## src/rtl/pid_pkg.sv

```systemverilog
// pid_pkg: shared types and width helpers for the PID controller.
//   pid_state_t   - controller sequencing state
//   err_w         - signed error width (one sign bit over the data width)
//   prod_w        - width of any gain * error product (covers the derivative
//                   difference, which needs one bit more than the error)
//   icand_w       - width of integral + ki*error before saturation
//   sum_w         - width of p + i + d that cannot overflow
package pid_pkg;

    typedef enum logic [2:0] {
        S_IDLE  = 3'd0,
        S_ERR   = 3'd1,
        S_TERMS = 3'd2,
        S_SUM   = 3'd3,
        S_OUT   = 3'd4
    } pid_state_t;

    function automatic int max_w(input int a, input int b);
        return (a > b) ? a : b;
    endfunction

    function automatic int err_w(input int data_w);
        return data_w + 1;
    endfunction

    // signed gain is coef_w+1 bits, derivative difference is data_w+2 bits
    function automatic int prod_w(input int data_w, input int coef_w);
        return data_w + coef_w + 3;
    endfunction

    function automatic int icand_w(input int acc_w, input int p_w);
        return max_w(acc_w, p_w) + 1;
    endfunction

    // three terms summed: two guard bits over the widest operand
    function automatic int sum_w(input int acc_w, input int p_w);
        return max_w(acc_w, p_w) + 2;
    endfunction

endpackage

```

## src/rtl/pid_sat.sv

```systemverilog
// pid_sat: signed saturator from IN_W bits down to OUT_W bits.
//   SYMMETRIC=1 : clamp to +/-(2^(OUT_W-1)-1), result is signed OUT_W bits
//   SYMMETRIC=0 : clamp to [0, 2^OUT_W-1],     result is unsigned OUT_W bits
// Ports:
//   din  in  IN_W  signed value to clamp (IN_W must exceed OUT_W)
//   dout out OUT_W clamped value
module pid_sat #(
    parameter int IN_W      = 16,
    parameter int OUT_W     = 8,
    parameter bit SYMMETRIC = 1'b1
) (
    input  logic signed [IN_W-1:0] din,
    output logic [OUT_W-1:0]       dout
);

    localparam logic signed [IN_W-1:0] ONE = {{(IN_W-1){1'b0}}, 1'b1};
    localparam logic signed [IN_W-1:0] HI  = SYMMETRIC ? ((ONE <<< (OUT_W-1)) - ONE)
                                                       : ((ONE <<< OUT_W) - ONE);
    localparam logic signed [IN_W-1:0] LO  = SYMMETRIC ? -HI : '0;

    always_comb begin
        dout = din[OUT_W-1:0];
        if (din > HI)
            dout = HI[OUT_W-1:0];
        else if (din < LO)
            dout = LO[OUT_W-1:0];
    end

endmodule

```

## src/rtl/pid_ctrl_param.sv

```systemverilog
// pid_ctrl_param: sequential PID controller, one sample per five cycles.
// A sample is latched in IDLE, then ERR forms the error, TERMS forms the
// P, D and candidate integral terms, SUM adds and rescales them, OUT clamps
// to the output range and commits the integral (with anti-windup hold).
// Ports:
//   clk, rst_n          clock, asynchronous active-low reset
//   sample_valid/ready  sample handshake (ready only while idle)
//   setpoint, feedback  unsigned DATA_W operands
//   kp, ki, kd          unsigned gains with FRAC_BITS fraction bits
//   clear_int           zero integral and previous error
//   control_out         clamped result, held between updates
//   out_valid           one-cycle pulse when control_out updates
//   saturated           last result was clamped
module pid_ctrl_param
    import pid_pkg::*;
#(
    parameter int DATA_W    = 8,
    parameter int COEF_W    = 8,
    parameter int FRAC_BITS = 4,
    parameter int ACC_W     = 24
) (
    input  logic              clk,
    input  logic              rst_n,
    input  logic              sample_valid,
    output logic              sample_ready,
    input  logic [DATA_W-1:0] setpoint,
    input  logic [DATA_W-1:0] feedback,
    input  logic [COEF_W-1:0] kp,
    input  logic [COEF_W-1:0] ki,
    input  logic [COEF_W-1:0] kd,
    input  logic              clear_int,
    output logic [DATA_W-1:0] control_out,
    output logic              out_valid,
    output logic              saturated
);

    localparam int EW = err_w(DATA_W);
    localparam int PW = prod_w(DATA_W, COEF_W);
    localparam int IW = icand_w(ACC_W, PW);
    localparam int SW = sum_w(ACC_W, PW);

    pid_state_t               state;
    logic [DATA_W-1:0]        sp_r, fb_r;
    logic [COEF_W-1:0]        kp_r, ki_r, kd_r;
    logic signed [EW-1:0]     err_r, prev_err;
    logic signed [ACC_W-1:0]  integral, i_cand_r;
    logic signed [PW-1:0]     p_r, d_r;
    logic signed [SW-1:0]     sum_r;

    // ---- TERMS datapath: everything sign-extended to PW before multiplying
    logic signed [EW:0]       diff;
    logic signed [PW-1:0]     err_x, diff_x, kp_x, ki_x, kd_x;
    logic signed [PW-1:0]     p_x, i_x, d_x;
    logic signed [IW-1:0]     i_sum;
    logic [ACC_W-1:0]         i_sat;

    assign diff   = {err_r[EW-1], err_r} - {prev_err[EW-1], prev_err};
    assign err_x  = {{(PW-EW){err_r[EW-1]}}, err_r};
    assign diff_x = {{(PW-EW-1){diff[EW]}}, diff};
    assign kp_x   = {{(PW-COEF_W){1'b0}}, kp_r};
    assign ki_x   = {{(PW-COEF_W){1'b0}}, ki_r};
    assign kd_x   = {{(PW-COEF_W){1'b0}}, kd_r};
    assign p_x    = kp_x * err_x;
    assign i_x    = ki_x * err_x;
    assign d_x    = kd_x * diff_x;
    assign i_sum  = {{(IW-ACC_W){integral[ACC_W-1]}}, integral}
                  + {{(IW-PW){i_x[PW-1]}}, i_x};

    pid_sat #(.IN_W(IW), .OUT_W(ACC_W), .SYMMETRIC(1'b1)) u_int_sat (
        .din  (i_sum),
        .dout (i_sat)
    );

    // ---- SUM datapath
    logic signed [SW-1:0]     sum_full;
    assign sum_full = {{(SW-PW){p_r[PW-1]}}, p_r}
                    + {{(SW-PW){d_r[PW-1]}}, d_r}
                    + {{(SW-ACC_W){i_cand_r[ACC_W-1]}}, i_cand_r};

    // ---- OUT clamp
    logic [DATA_W-1:0]        out_clamped;
    logic                     clip_lo, clip_hi, err_pos, err_neg, hold_int;

    pid_sat #(.IN_W(SW), .OUT_W(DATA_W), .SYMMETRIC(1'b0)) u_out_sat (
        .din  (sum_r),
        .dout (out_clamped)
    );

    assign clip_lo  = sum_r[SW-1];
    assign clip_hi  = !sum_r[SW-1] && (|sum_r[SW-2:DATA_W]);
    assign err_neg  = err_r[EW-1];
    assign err_pos  = !err_r[EW-1] && (|err_r);
    // Integrating further in the direction that is already clamped only
    // stores windup, so the integral is frozen in that case.
    assign hold_int = (clip_hi && err_pos) || (clip_lo && err_neg);

    always_ff @(posedge clk or negedge rst_n) begin
        if (!rst_n) begin
            state        <= S_IDLE;
            sample_ready <= 1'b1;
            out_valid    <= 1'b0;
            saturated    <= 1'b0;
            control_out  <= '0;
            sp_r         <= '0;
            fb_r         <= '0;
            kp_r         <= '0;
            ki_r         <= '0;
            kd_r         <= '0;
            err_r        <= '0;
            prev_err     <= '0;
            integral     <= '0;
            i_cand_r     <= '0;
            p_r          <= '0;
            d_r          <= '0;
            sum_r        <= '0;
        end else begin
            out_valid <= 1'b0;
            case (state)
                S_IDLE: begin
                    if (sample_valid) begin
                        sp_r         <= setpoint;
                        fb_r         <= feedback;
                        kp_r         <= kp;
                        ki_r         <= ki;
                        kd_r         <= kd;
                        sample_ready <= 1'b0;
                        state        <= S_ERR;
                    end
                end
                S_ERR: begin
                    err_r <= $signed({1'b0, sp_r}) - $signed({1'b0, fb_r});
                    state <= S_TERMS;
                end
                S_TERMS: begin
                    p_r      <= p_x;
                    d_r      <= d_x;
                    i_cand_r <= i_sat;
                    state    <= S_SUM;
                end
                S_SUM: begin
                    sum_r <= sum_full >>> FRAC_BITS;
                    state <= S_OUT;
                end
                S_OUT: begin
                    control_out  <= out_clamped;
                    saturated    <= clip_hi || clip_lo;
                    out_valid    <= 1'b1;
                    prev_err     <= err_r;
                    if (!hold_int)
                        integral <= i_cand_r;
                    sample_ready <= 1'b1;
                    state        <= S_IDLE;
                end
                default: begin
                    sample_ready <= 1'b1;
                    state        <= S_IDLE;
                end
            endcase
            // placed last so it wins over a coincident OUT commit
            if (clear_int) begin
                integral <= '0;
                prev_err <= '0;
            end
        end
    end

endmodule

```

## config.mk

```make
export PLATFORM = sky130hd
export DESIGN_NAME = pid_ctrl_param
export DESIGN_NICKNAME = d
export VERILOG_FILES = /design/src/rtl/pid_pkg.sv /design/src/rtl/pid_sat.sv /design/src/rtl/pid_ctrl_param.sv
export SDC_FILE = /design/constraint.sdc
export NUM_CORES = 1
export LEC_CHECK = 0
export ABC_AREA = 1
export BUFFER_PORTS_ARGS = -buffer_cell sky130_fd_sc_hd__buf_2
export CORE_AREA = 2 2 219 221
export CTS_BUF_LIST = sky130_fd_sc_hd__clkbuf_2 sky130_fd_sc_hd__clkbuf_4 sky130_fd_sc_hd__clkbuf_8
export DETAILED_ROUTE_END_ITERATION = 10
export DIE_AREA = 0 0 221 223
export PLACE_DENSITY = 0.64
export SLEW_MARGIN = 20
export SYNTH_ARGS = -nofsm -noshare
export SYNTH_HDL_FRONTEND = slang
export SYNTH_SLANG_ARGS = --single-unit
```

## constraint.sdc

```tcl
create_clock -name clk -period 5.17 [get_ports clk]
set_input_delay 0.2585 -clock clk [delete_from_list [all_inputs] [get_ports clk]]
set_output_delay 0.2585 -clock clk [all_outputs]
set_load 0.05 [all_outputs]
```

==> results of run 1 <==
timing repair:
item,4_1_cts,5_1_grt
pin swaps,46,67
buffers inserted,30,23
hold buffers,42,0
setup endpoints to repair,38,41
hold endpoints to repair,95,0
gates resized for setup,92,203
cloned,3,1
cell usage after synthesis, types with 2 or more instances:
master and instances:
nand2_2 10, o21ai_0 121, fa_1 192, dfrtp_1 177, o31ai_1 6, inv_1 480, buf_2 4, clkbuf_1 65
xnor2_1 21, a21oi_2 2, clkinv_1 3, nor2_1 156, or2_2 22, buf_4 2, nand3b_1 7, nor4_1 5
a31oi_1 12, nand4_1 16, o21ai_1 3, a21oi_1 101, nand3_1 68, ha_1 207, o22ai_1 8, xor2_1 17
a21o_1 4, o21bai_1 4, nand3_2 6, buf_6 2, nand2_1 618, nor3_1 17
cell families (layout without fill, tap and decap cells):
logic type | after synthesis | in the layout
AO/OA/AOI/OAI | 271 | 271
adder cells (fa/ha/maj) | 399 | 399
XOR/XNOR | 39 | 39
buffers and inverters | 558 | 841
flip-flops | 178 | 178
AND/OR/NAND/NOR | 929 | 929
cell type report:
class / count / area (um^2)
Tap cell: 615 / 769
Sequential cell: 178 / 4470
Clock buffer: 19 / 262
Fill cell: 4380 / 23900
Timing Repair Buffer: 326 / 2650
Inverter: 484 / 1830
Clock inverter: 12 / 120
Multi-Input combinational cell: 1638 / 13200
sequential cells by signal (all words and copies together) (netlist names):
signal and cells:
kd_r 8, prev_err 9, out_valid 1, integral 24, fb_r 8, d_r 19, kp_r 8, control_out 8
state 3, p_r 18, sp_r 8, i_cand_r 24, sum_r 21, err_r 9, sample_ready 1, ki_r 8
saturated 1
worst max-delay path by stage:
| stage | to | slack, ns | cells after the start |
|---|---|---|---|
| finish | d_r[15]$_DFFE_PN0N_ | -0.44 | 33 |
| CTS | i_cand_r[11]$_DFFE_PN0N_ | -0.37 | 27 |
| detailed placement | d_r[15]$_DFFE_PN0N_ | -0.56 | 32 |
| global route | d_r[18]$_DFFE_PN0N_ | -0.74 | 30 |
| floorplan | d_r[18]$_DFFE_PN0N_ | -0.18 | 31 |
| global placement | d_r[18]$_DFFE_PN0N_ | -0.39 | 30 |
per-stage QoR:
stage | hold slack, ns | cells | worst slack (ns) | util
after floorplan | -0.0371 | 2374 | -0.183 | -
after global placement | 0.271 | 3152 | -0.394 | 0.447
after detailed placement | 0.267 | 3152 | -0.557 | 0.447
after CTS | 0.0121 | 3256 | -0.371 | 0.477
after global routing | 0.0465 | 3272 | -0.744 | 0.494
final | 0.0538 | 3272 | -0.436 | 0.494
cell usage in the layout, fill, tap and decap left out, drive strengths merged, types with 4 or more instances in the layout:
master / count
a21o: 4
a21oi: 103
a31oi: 12
buf: 282
clkbuf: 21
clkinv: 6
dfrtp: 177
dlygate4sd3: 42
fa: 192
ha: 207
inv: 487
nand2: 628
nand3: 74
nand3b: 7
nand4: 16
nor2: 156
nor3: 18
nor4: 5
o21ai: 125
o21bai: 4
o22ai: 8
o31ai: 6
or2: 23
xnor2: 21
xor2: 18
tightest hold or removal path: cells and delay by family:
family	cells	cell delay, ns
compound gates	1	0.07
buf+inv	1	0.10
simple gates	2	0.09
layer usage:
metal,vias to the layer above,routed length [um]
met2,422,24100
met5,-,9
met1,7706,23800
met4,2,1190
met3,68,2280
li1,7830,-
==> results.md, run 1 <==
- Antenna violations before repair: 2
- Top-area cell type share of the netlist area: 0.238
- Seq cells post-synth: 178
- CTS root buffer: clkbuf_8
- Setup TNS: -10.58 ns
- Chip width: roughly 220 um
- CP bufs+invs: 6
- Worst hold start: clear_int
- Flop-to-flop setup slack: -0.44 ns
- Rows: 80
- Final Hold Viols: 0
- Share of layout cells above drive strength 1: 0.228
- Synth area leaders: dfrtp_1 24%, fa_1 21%, ha_1 14%
- Post-DP HPWL: 39.7 mm
- Clock net sink count: 178
- Slew margin rel.: 0.371
- Die area: 49300 um^2
- Area grow syn2layout: 25.0%
- Adder-Cell Fraction of Synth Area: 0.345
- Synth area leader: dfrtp_1
- Syn Nets: about 2800
- Simple-Gate Fraction of Synth Area: 0.204
- # DRC: 0
- Final GP Congestion: 0.893
- Mux cell area share after synthesis: 0
- M3 GR Usage: 0.0291
- CP Launch Type: flop
- Mapped cell area: ~19000 um^2
- Post-synthesis sequential area ratio: 0.239
- DR vias: 16028
- Number of flops mapped to enable cells by yosys: 0
- Count of cell types in the netlist: 48
- R2R cell count: 33
- Top Ports: 55
- Main flop type after synthesis: dfrtp_1
- Post-route cell area: 23300 um^2
- Hold depth: 4
- Die height: ~220 um
- Peak fanout along the critical path: 4
- Reg-to-reg critical path endpoint: d_r[15]$_DFFE_PN0N_
- Final period utilization: 1.08
- CTS clk-pin slew, worst paths: 0.10 ns
- First-pass DRT Iterations: 6
- CP startpoint: err_r[0]$_DFFE_PN0P_
- Maximum root-to-sink buffer count: 2
- Vias in the first global route: ~16000
- Cells after Synth: between 2000 and 2500
- Crit path capture type: flop
- Clk_skew: 0.0249 ns
- CP Class: reg -> reg
- Fin worst setup slack: -0.436 ns
- Min Clock Period, post-route: 5.61 ns
- Failing checks: negative setup slack
- Nets: 3088
- Compound-Gate Fraction of Synth Area: 0.0784
- Core ar.: between 40000 and 50000 um^2
- Final wirelength: 51.4 mm
- Crit path DAT: around 6 ns
- Slowest CP cell: fa_1
- Starting Density: 0.395
- Total grt overflow: 0
- First-pass GRT wire length: 81.8 mm
- Run status: complete, but fails checks
- Worst EP required: 5.56 ns
- Final setup vio count: 33
- First DRT Iteration DRCs: 1019
- PortBufs: 54
- Crit path max-delay family: adder cells
- Largest stage delay on the critical path: ~0.5 ns
- Synth Area per Inst: 7.85 um^2
- Most Used Layer, Global Route: met2
- Hold WC Path Type: in -> reg
- Met1 GRT Util: 0.289
- Pins Over Slew Limit: 0
- GR Layer Usage met2: 0.333
- RR Startpoint: err_r[0]$_DFFE_PN0P_
- Synth async-reset ratio: 1.00
- Clock H-tree levels: 4
- Area after DPL: ~21000 um^2
- Max Cap Viol: 0
- RSZ-0062 raised after global routing: yes
- Largest family of logic cells by synthesized area: adder cells
- Total track usage: 0.207
- Critical path's most frequent cell: nand2_2
- WL/cell: about 16 um
- CTS tree: yes
- Hold Path End: prev_err[0]$_DFFE_PN0P_
- Vias per inst: 4.90
- XOR/XNOR Fraction of Synth Area: 0.0187
- Worst-Margin Slew: 0.944 ns
- Pin count of the biggest net entering global routing: 74
- Inserted Clock Buffers: 17
- Remaining antenna violation count: 0
- Clk Latency, worst-skew pair: 0.52 ns
- Fmax achieved: 178 MHz
- Syn. warnings: 0
- Ant diodes: 0
Power of run 1 is not shown: default switching activity piles up to over one toggle a cycle in this logic, so the estimate is an artifact.
==> run 2, diff against run 1 <==
- PLACE_DENSITY: 0.64 -> 0.62
- clock period: 5.17 -> 5.3 ns (I/O delays scaled with it)
==> run 2 against run 1 <==
  * The flow still finishes with violations (negative setup slack)
  * Global-route usage rose by 0.68 points
  * Setup slack better by 0.074 ns
  * Die area is the same
  * Highest routed layer is now met4
  * Register-to-register slack better by 0.07 ns
  * Final area increased by 0.96%
==> results.md, run 2 (synthesis gave the netlist of run 1 again) <==
- Run status: complete, but fails checks
- Failing checks: negative setup slack
- Die height: 223 um (unchanged)
- Reg-to-reg critical path endpoint: i_cand_r[15]$_DFFE_PN0N_
- Vias per inst: 4.97 (+1.4%)
- Placed cell count: 3140 (-0.38%)
- CP Launch Type: flop
- RR Startpoint: err_r[0]$_DFFE_PN0P_
- Setup TNS: -10.17 ns (+0.414 ns)
- CTS clk-pin slew, worst paths: 0.11 ns (about the same)
- CP bufs+invs: 11 (+5)
- Crit path max-delay family: adder cells
- Worst EP required: 5.70 ns (+0.14 ns)
- Final Hold Viols: 0 (unchanged)
- First-pass GRT wire length: 84.4 mm (+3.2%)
- Vias in the first global route: 16502 (+2.2%)
- Core ar.: 47100 um^2 (unchanged)
- CTS root buffer: clkbuf_8
- Fin worst setup slack: -0.362 ns (+0.0737 ns)
- Inserted Clock Buffers: 17 (unchanged)
- Worst setup path endpoint: i_cand_r[15]$_DFFE_PN0N_
- Worst-Margin Slew: 0.890 ns (-0.0541 ns)
- WHS: 0.0361 ns (-0.0176 ns)
- Share of layout cells above drive strength 1: 0.225 (-0.00316)
- Clk Latency, worst-skew pair: 0.52 ns (about the same)
- Final wirelength: 53.6 mm (+4.3%)
- Final GP Congestion: 0.889 (-0.39%)
- Min Clock Period, post-route: 5.66 ns (+0.0563 ns)
- Crit path DAT: 6.06 ns (+0.07 ns)
- R2R cell count: 32 (-3.0%)
- Flop-to-flop setup slack: -0.36 ns (+0.07 ns)
- CTS tree: yes
- CP startpoint: err_r[0]$_DFFE_PN0P_
- Non-filler instance count after layout: 3296 (+0.73%)
- PortBufs: 54 (unchanged)
- First DRT Iteration DRCs: 931 (-8.6%)
- Top Ports: 55 (unchanged)
- Commonest cells after routing, fill and taps aside: 550 x nand2_1, 444 x inv_1, 220 x buf_4
- Max Cap Viol: 0 (unchanged)
- Area grow syn2layout: 26.2%
- Commonest non-fill, non-tap cell in the layout: nand2_1
- Clk_skew: 0.0306 ns (+0.00572 ns)
- Peak fanout along the critical path: 8 (+4)
- Slew margin rel.: 0.406 (+0.0352)
- Levels on crit path: 32 (-3.0%)
- Starting Density: 0.395 (unchanged)
- Chip width: 221 um (unchanged)
- Crit path capture type: flop
- Largest stage delay on the critical path: 0.54 ns (+0.03 ns)
- Final period utilization: 1.07 (-0.0160)
- Fmax achieved: 177 MHz (-1.0%)
- WL/cell: 16.3 um (+3.5%)
- Hold WC Path Type: in -> reg
- Ant diodes: 0 (unchanged)
- Final setup vio count: 33 (unchanged)
- Maximum root-to-sink buffer count: 2 (unchanged)
- Largest registers: i_cand_r: 24 flops, integral: 24 flops, sum_r: 21 flops
- Post-DP HPWL: 39.7 mm (about the same)
- First-pass DRT Iterations: 5 (-1)
- # DRC: 0 (unchanged)
- Nets: 3112 (+0.78%)
- Antenna violations before repair: 0 (-2)
- Total track usage: 0.213 (+0.00677)
- Clock net sink count: 178 (unchanged)
- Total grt overflow: 0 (unchanged)
- Layout fillers: 4509 (+2.9%)
- Pins Over Slew Limit: 0 (unchanged)
- Rows: 80 (unchanged)
- CP Class: reg -> reg
- RSZ-0062 raised after global routing: yes
- DR vias: 16377 (+2.2%)
- Slowest CP cell: fa_1
- Clock H-tree levels: 4 (unchanged)
- Pin count of the biggest net entering global routing: 77 (+4.1%)
- Die area: 49300 um^2 (unchanged)
- Remaining antenna violation count: 0 (unchanged)
-- run 2: cell count changes in the layout (fill, tap and decap cells not counted), sizes merged --
cell	delta
dlygate4sd3	-2
bufbuf	+1
buf	+23
clkbuf	+2
bufinv	+2
clkinvlp	-2
-- run 2: cell type report --
| type | instances | area, um^2 | share of cell area |
|---|---|---|---|
| tap | 615 | 769 | 0.0327 |
| timing repair buffer | 350 | 2900 | 0.124 |
| multi-input combinational | 1638 | 13100 | 0.558 |
| sequential | 178 | 4470 | 0.190 |
| clock inverter | 12 | 168 | 0.00713 |
| clock buffer | 19 | 262 | 0.0111 |
| inverter | 484 | 1830 | 0.0777 |
-- run 2: how the worst min path moves through the flow --
stage          startpoint                         end  slack, ns  cells after the start
6_report            ki[5]         ki_r[5]$_DFFE_PN0P_       0.04                      3
5_1_grt             ki[5]         ki_r[5]$_DFFE_PN0P_       0.02                      3
3_3_place_gp        rst_n    integral[21]$_DFFE_PN0P_       0.34                      1
2_1_floorplan       rst_n  control_out[0]$_DFFE_PN0P_      -0.03                      0
3_5_place_dp        rst_n    integral[21]$_DFFE_PN0P_       0.34                      1
4_1_cts             ki[5]         ki_r[5]$_DFFE_PN0P_      0.004                      3
-- run 2: layer usage --
metal	global-route usage	share of wire	vias to the layer above
met3	0.0353	0.050	77
met5	0	0	-
met1	0.292	0.46	7999
li1	-	-	7886
met2	0.349	0.46	415
met4	0.0628	0.029	0
-- run 2: worst min-delay path: stages --
cell	delay, ns
buf_2	0.08
nand2_1	0.09
nand2_1	0.08
-- run 2: what timing repair did --
item / CTS / global route
setup endpoints to repair: 38 / 62
hold buffers: 40 / 0
endpoints found under the hold margin: 113 / 0
pin swaps: 65 / 92
buffers inserted: 61 / 23
gates resized for setup: 120 / 176
cloned: 4 / 6
-- run 2: metrics by stage --
stage	instance area, um^2	worst slack (ns)	utilization
6_report	23500	-0.362	0.499
5_1_grt	23500	-0.651	0.499
4_1_cts	22700	-0.205	0.481
3_5_place_dp	20800	-0.428	0.441
3_3_place_gp	20800	-0.367	0.441
2_1_floorplan	18700	-0.130	-
Power of run 2 is left out for the same reason.
==> run 3, diff against run 2 <==
- RECOVER_POWER: not set -> 25
- SKIP_LAST_GASP: not set -> 1
==> run 3 against run 2 <==
  * The run ends with max-capacitance violations, max-slew violations, negative setup slack left
  * Global-route usage hardly changed
  * Register-to-register slack hardly changed
  * Clock-buffer cell count stayed put
  * Hold slack worse by 0.0056 ns
  * Setup slack better by 0.0025 ns
  * Core utilization is 0.27 points lower
  * Clock skew is 0.0021 ns higher
  * Final area is 0.53% lower
  * Final cell count hardly changed
  * Wire length is 0.53% lower
  * Die area stayed put
  * First-iteration DRC count is 4.1% lower
==> results.md, run 3 (synthesis gave the netlist of run 1 again) <==
- Maximum root-to-sink buffer count: 2 (unchanged)
- Setup TNS: -9.11 ns (+1.06 ns)
- # DRC: 0 (unchanged)
- Final wirelength: 53.4 mm (-0.53%)
- Clk Latency, worst-skew pair: 0.52 ns (about the same)
- First-pass GRT wire length: 84.4 mm (about the same)
- Core ar.: 47100 um^2 (unchanged)
- Pin count of the biggest net entering global routing: 77 (unchanged)
- PortBufs: 54 (unchanged)
- Hold WC Path Type: in -> reg
- CTS tree: yes
- Final Util: 0.496 (-0.00265)
- RSZ-0062 raised after global routing: yes
- Commonest non-fill, non-tap cell in the layout: nand2_1
- Remaining antenna violation count: 0 (unchanged)
- Ant diodes: 0 (unchanged)
- Final Hold Viols: 0 (unchanged)
- Final GP Congestion: 0.889 (unchanged)
- Worst EP required: 5.73 ns (+0.03 ns)
- Run status: complete, but fails checks
- Total track usage: 0.213 (about the same)
- Peak fanout along the critical path: 4 (-4)
- Post-DP HPWL: 39.7 mm (unchanged)
- Pins Over Slew Limit: 77 (+77)
- CP Launch Type: flop
- Worst hold start: ki[5]
- Reg-to-reg critical path endpoint: d_r[14]$_DFFE_PN0N_
- Vias per inst: 4.95 (-0.38%)
- Die area: 49300 um^2 (unchanged)
- Starting Density: 0.395 (unchanged)
- Clock H-tree levels: 4 (unchanged)
- Top Ports: 55 (unchanged)
- Slew margin rel.: -1.98 (-2.39)
- Hold depth: 3 (unchanged)
- WL/cell: 16.2 um (-0.56%)
- GR Layer Usage met2: 0.348 (about the same)
- Fin worst setup slack: -0.360 ns (+0.00247 ns)
- First-pass DRT Iterations: 6 (+1)
- Inserted Clock Buffers: 17 (unchanged)
- CTS clk-pin slew, worst paths: 0.12 ns (about the same)
- Clock net sink count: 178 (unchanged)
- Fmax achieved: 177 MHz (about the same)
- Largest registers: i_cand_r: 24 flops, integral: 24 flops, sum_r: 21 flops
- Vias in the first global route: 16489 (-0.079%)
- Antenna violations before repair: 0 (unchanged)
- Area grow syn2layout: 25.5%
- Largest stage delay on the critical path: 0.49 ns (-0.05 ns)
- Clk_skew: 0.0328 ns (+0.00213 ns)
- Most Used Layer, Global Route: met2
- Chip width: 221 um (unchanged)
- Hold Path End: ki_r[5]$_DFFE_PN0P_
- Met1 GRT Util: 0.292 (about the same)
- Crit path DAT: 6.09 ns (+0.03 ns)
- Rows: 80 (unchanged)
- First DRT Iteration DRCs: 893 (-4.1%)
- Final period utilization: 1.07 (about the same)
- Die height: 223 um (unchanged)
- Share of layout cells above drive strength 1: 0.214 (-0.0116)
- Crit path capture type: flop
- Final setup vio count: 33 (unchanged)
- CP Class: reg -> reg
- Worst-Margin Slew: 4.47 ns (+3.58 ns)
- R2R cell count: 31 (-3.1%)
- Min Clock Period, post-route: 5.66 ns (-0.00248 ns)
- RR Startpoint: err_r[0]$_DFFE_PN0P_
- Flop-to-flop setup slack: -0.36 ns (about the same)
- CTS root buffer: clkbuf_8
- Commonest cells after routing, fill and taps aside: 566 x nand2_1, 451 x inv_1, 221 x buf_4
- M3 GR Usage: 0.0353 (unchanged)
- Critical path's most frequent cell: fa_1
- Failing checks: max-capacitance violations, max-slew violations, negative setup slack
- Max Cap Viol: 1 (+1)
- Total grt overflow: 0 (unchanged)
- Nets: 3113 (+0.032%)
- Slowest CP cell: fa_1
- DR vias: 16319 (-0.35%)
## run 3: cell count changes in the layout (fill, tap and decap cells not counted), sizes merged
cell    previous run  this run
buf              305       301
clkbuf            23        28
## run 3: area by class of cell
| class | count | area [um^2] |
|---|---|---|
| Clock buffer | 19 | 262 |
| Clock inverter | 12 | 168 |
| Fill cell | 4534 | 23800 |
| Inverter | 484 | 1820 |
| Multi-Input combinational cell | 1638 | 13000 |
| Sequential cell | 178 | 4470 |
| Tap cell | 615 | 769 |
| Timing Repair Buffer | 351 | 2900 |
## run 3: metrics by stage
step | area [um^2] | cells | hold slack, ns | setup slack [ns]
after detailed placement | 20800 | 3140 | 0.342 | -0.428
after global routing | 23400 | 3297 | 0.0198 | -0.670
after global placement | 20800 | 3140 | 0.341 | -0.367
after floorplan | 18700 | 2374 | -0.0306 | -0.130
after CTS | 22700 | 3276 | 0.00439 | -0.205
final | 23400 | 3297 | 0.0306 | -0.360
## run 3: worst max path at each step
stage,start,to,slack [ns],cells after the start
6_report,err_r[0]$_DFFE_PN0P_,d_r[14]$_DFFE_PN0N_,-0.36,31
5_1_grt,err_r[0]$_DFFE_PN0P_,d_r[16]$_DFFE_PN0N_,-0.67,32
4_1_cts,err_r[2]$_DFFE_PN0P_,d_r[17]$_DFFE_PN0N_,-0.20,28
3_5_place_dp,err_r[2]$_DFFE_PN0P_,d_r[17]$_DFFE_PN0N_,-0.43,27
3_3_place_gp,err_r[2]$_DFFE_PN0P_,d_r[17]$_DFFE_PN0N_,-0.37,28
2_1_floorplan,err_r[0]$_DFFE_PN0P_,d_r[18]$_DFFE_PN0N_,-0.13,26
## run 3: repair_timing
action                     CTS  global route
buffers inserted            61            20
hold buffers                40             0
pin swaps                   65            69
hold endpoints to repair   113             0
gates resized for setup    115           141
setup endpoints to repair   38            62
gates cloned                 4             7
## run 3: critical path: cells and delay by family, from the launching register on
family / cells / cell delay [ns]
adder cells (fa/ha/maj): 7 / 2.71
AO/OA/AOI/OAI: 8 / 1.06
AND/OR/NAND/NOR: 9 / 0.86
buffers and inverters: 7 / 0.51
flip-flops: 1 / 0.42
## run 3: metal layers
metal	vias up	wire length, um
li1	7890	-
met1	7924	24500
met2	429	24600
met3	76	2740
met4	0	1550
met5	-	0
Power of run 3 is left out for the same reason.
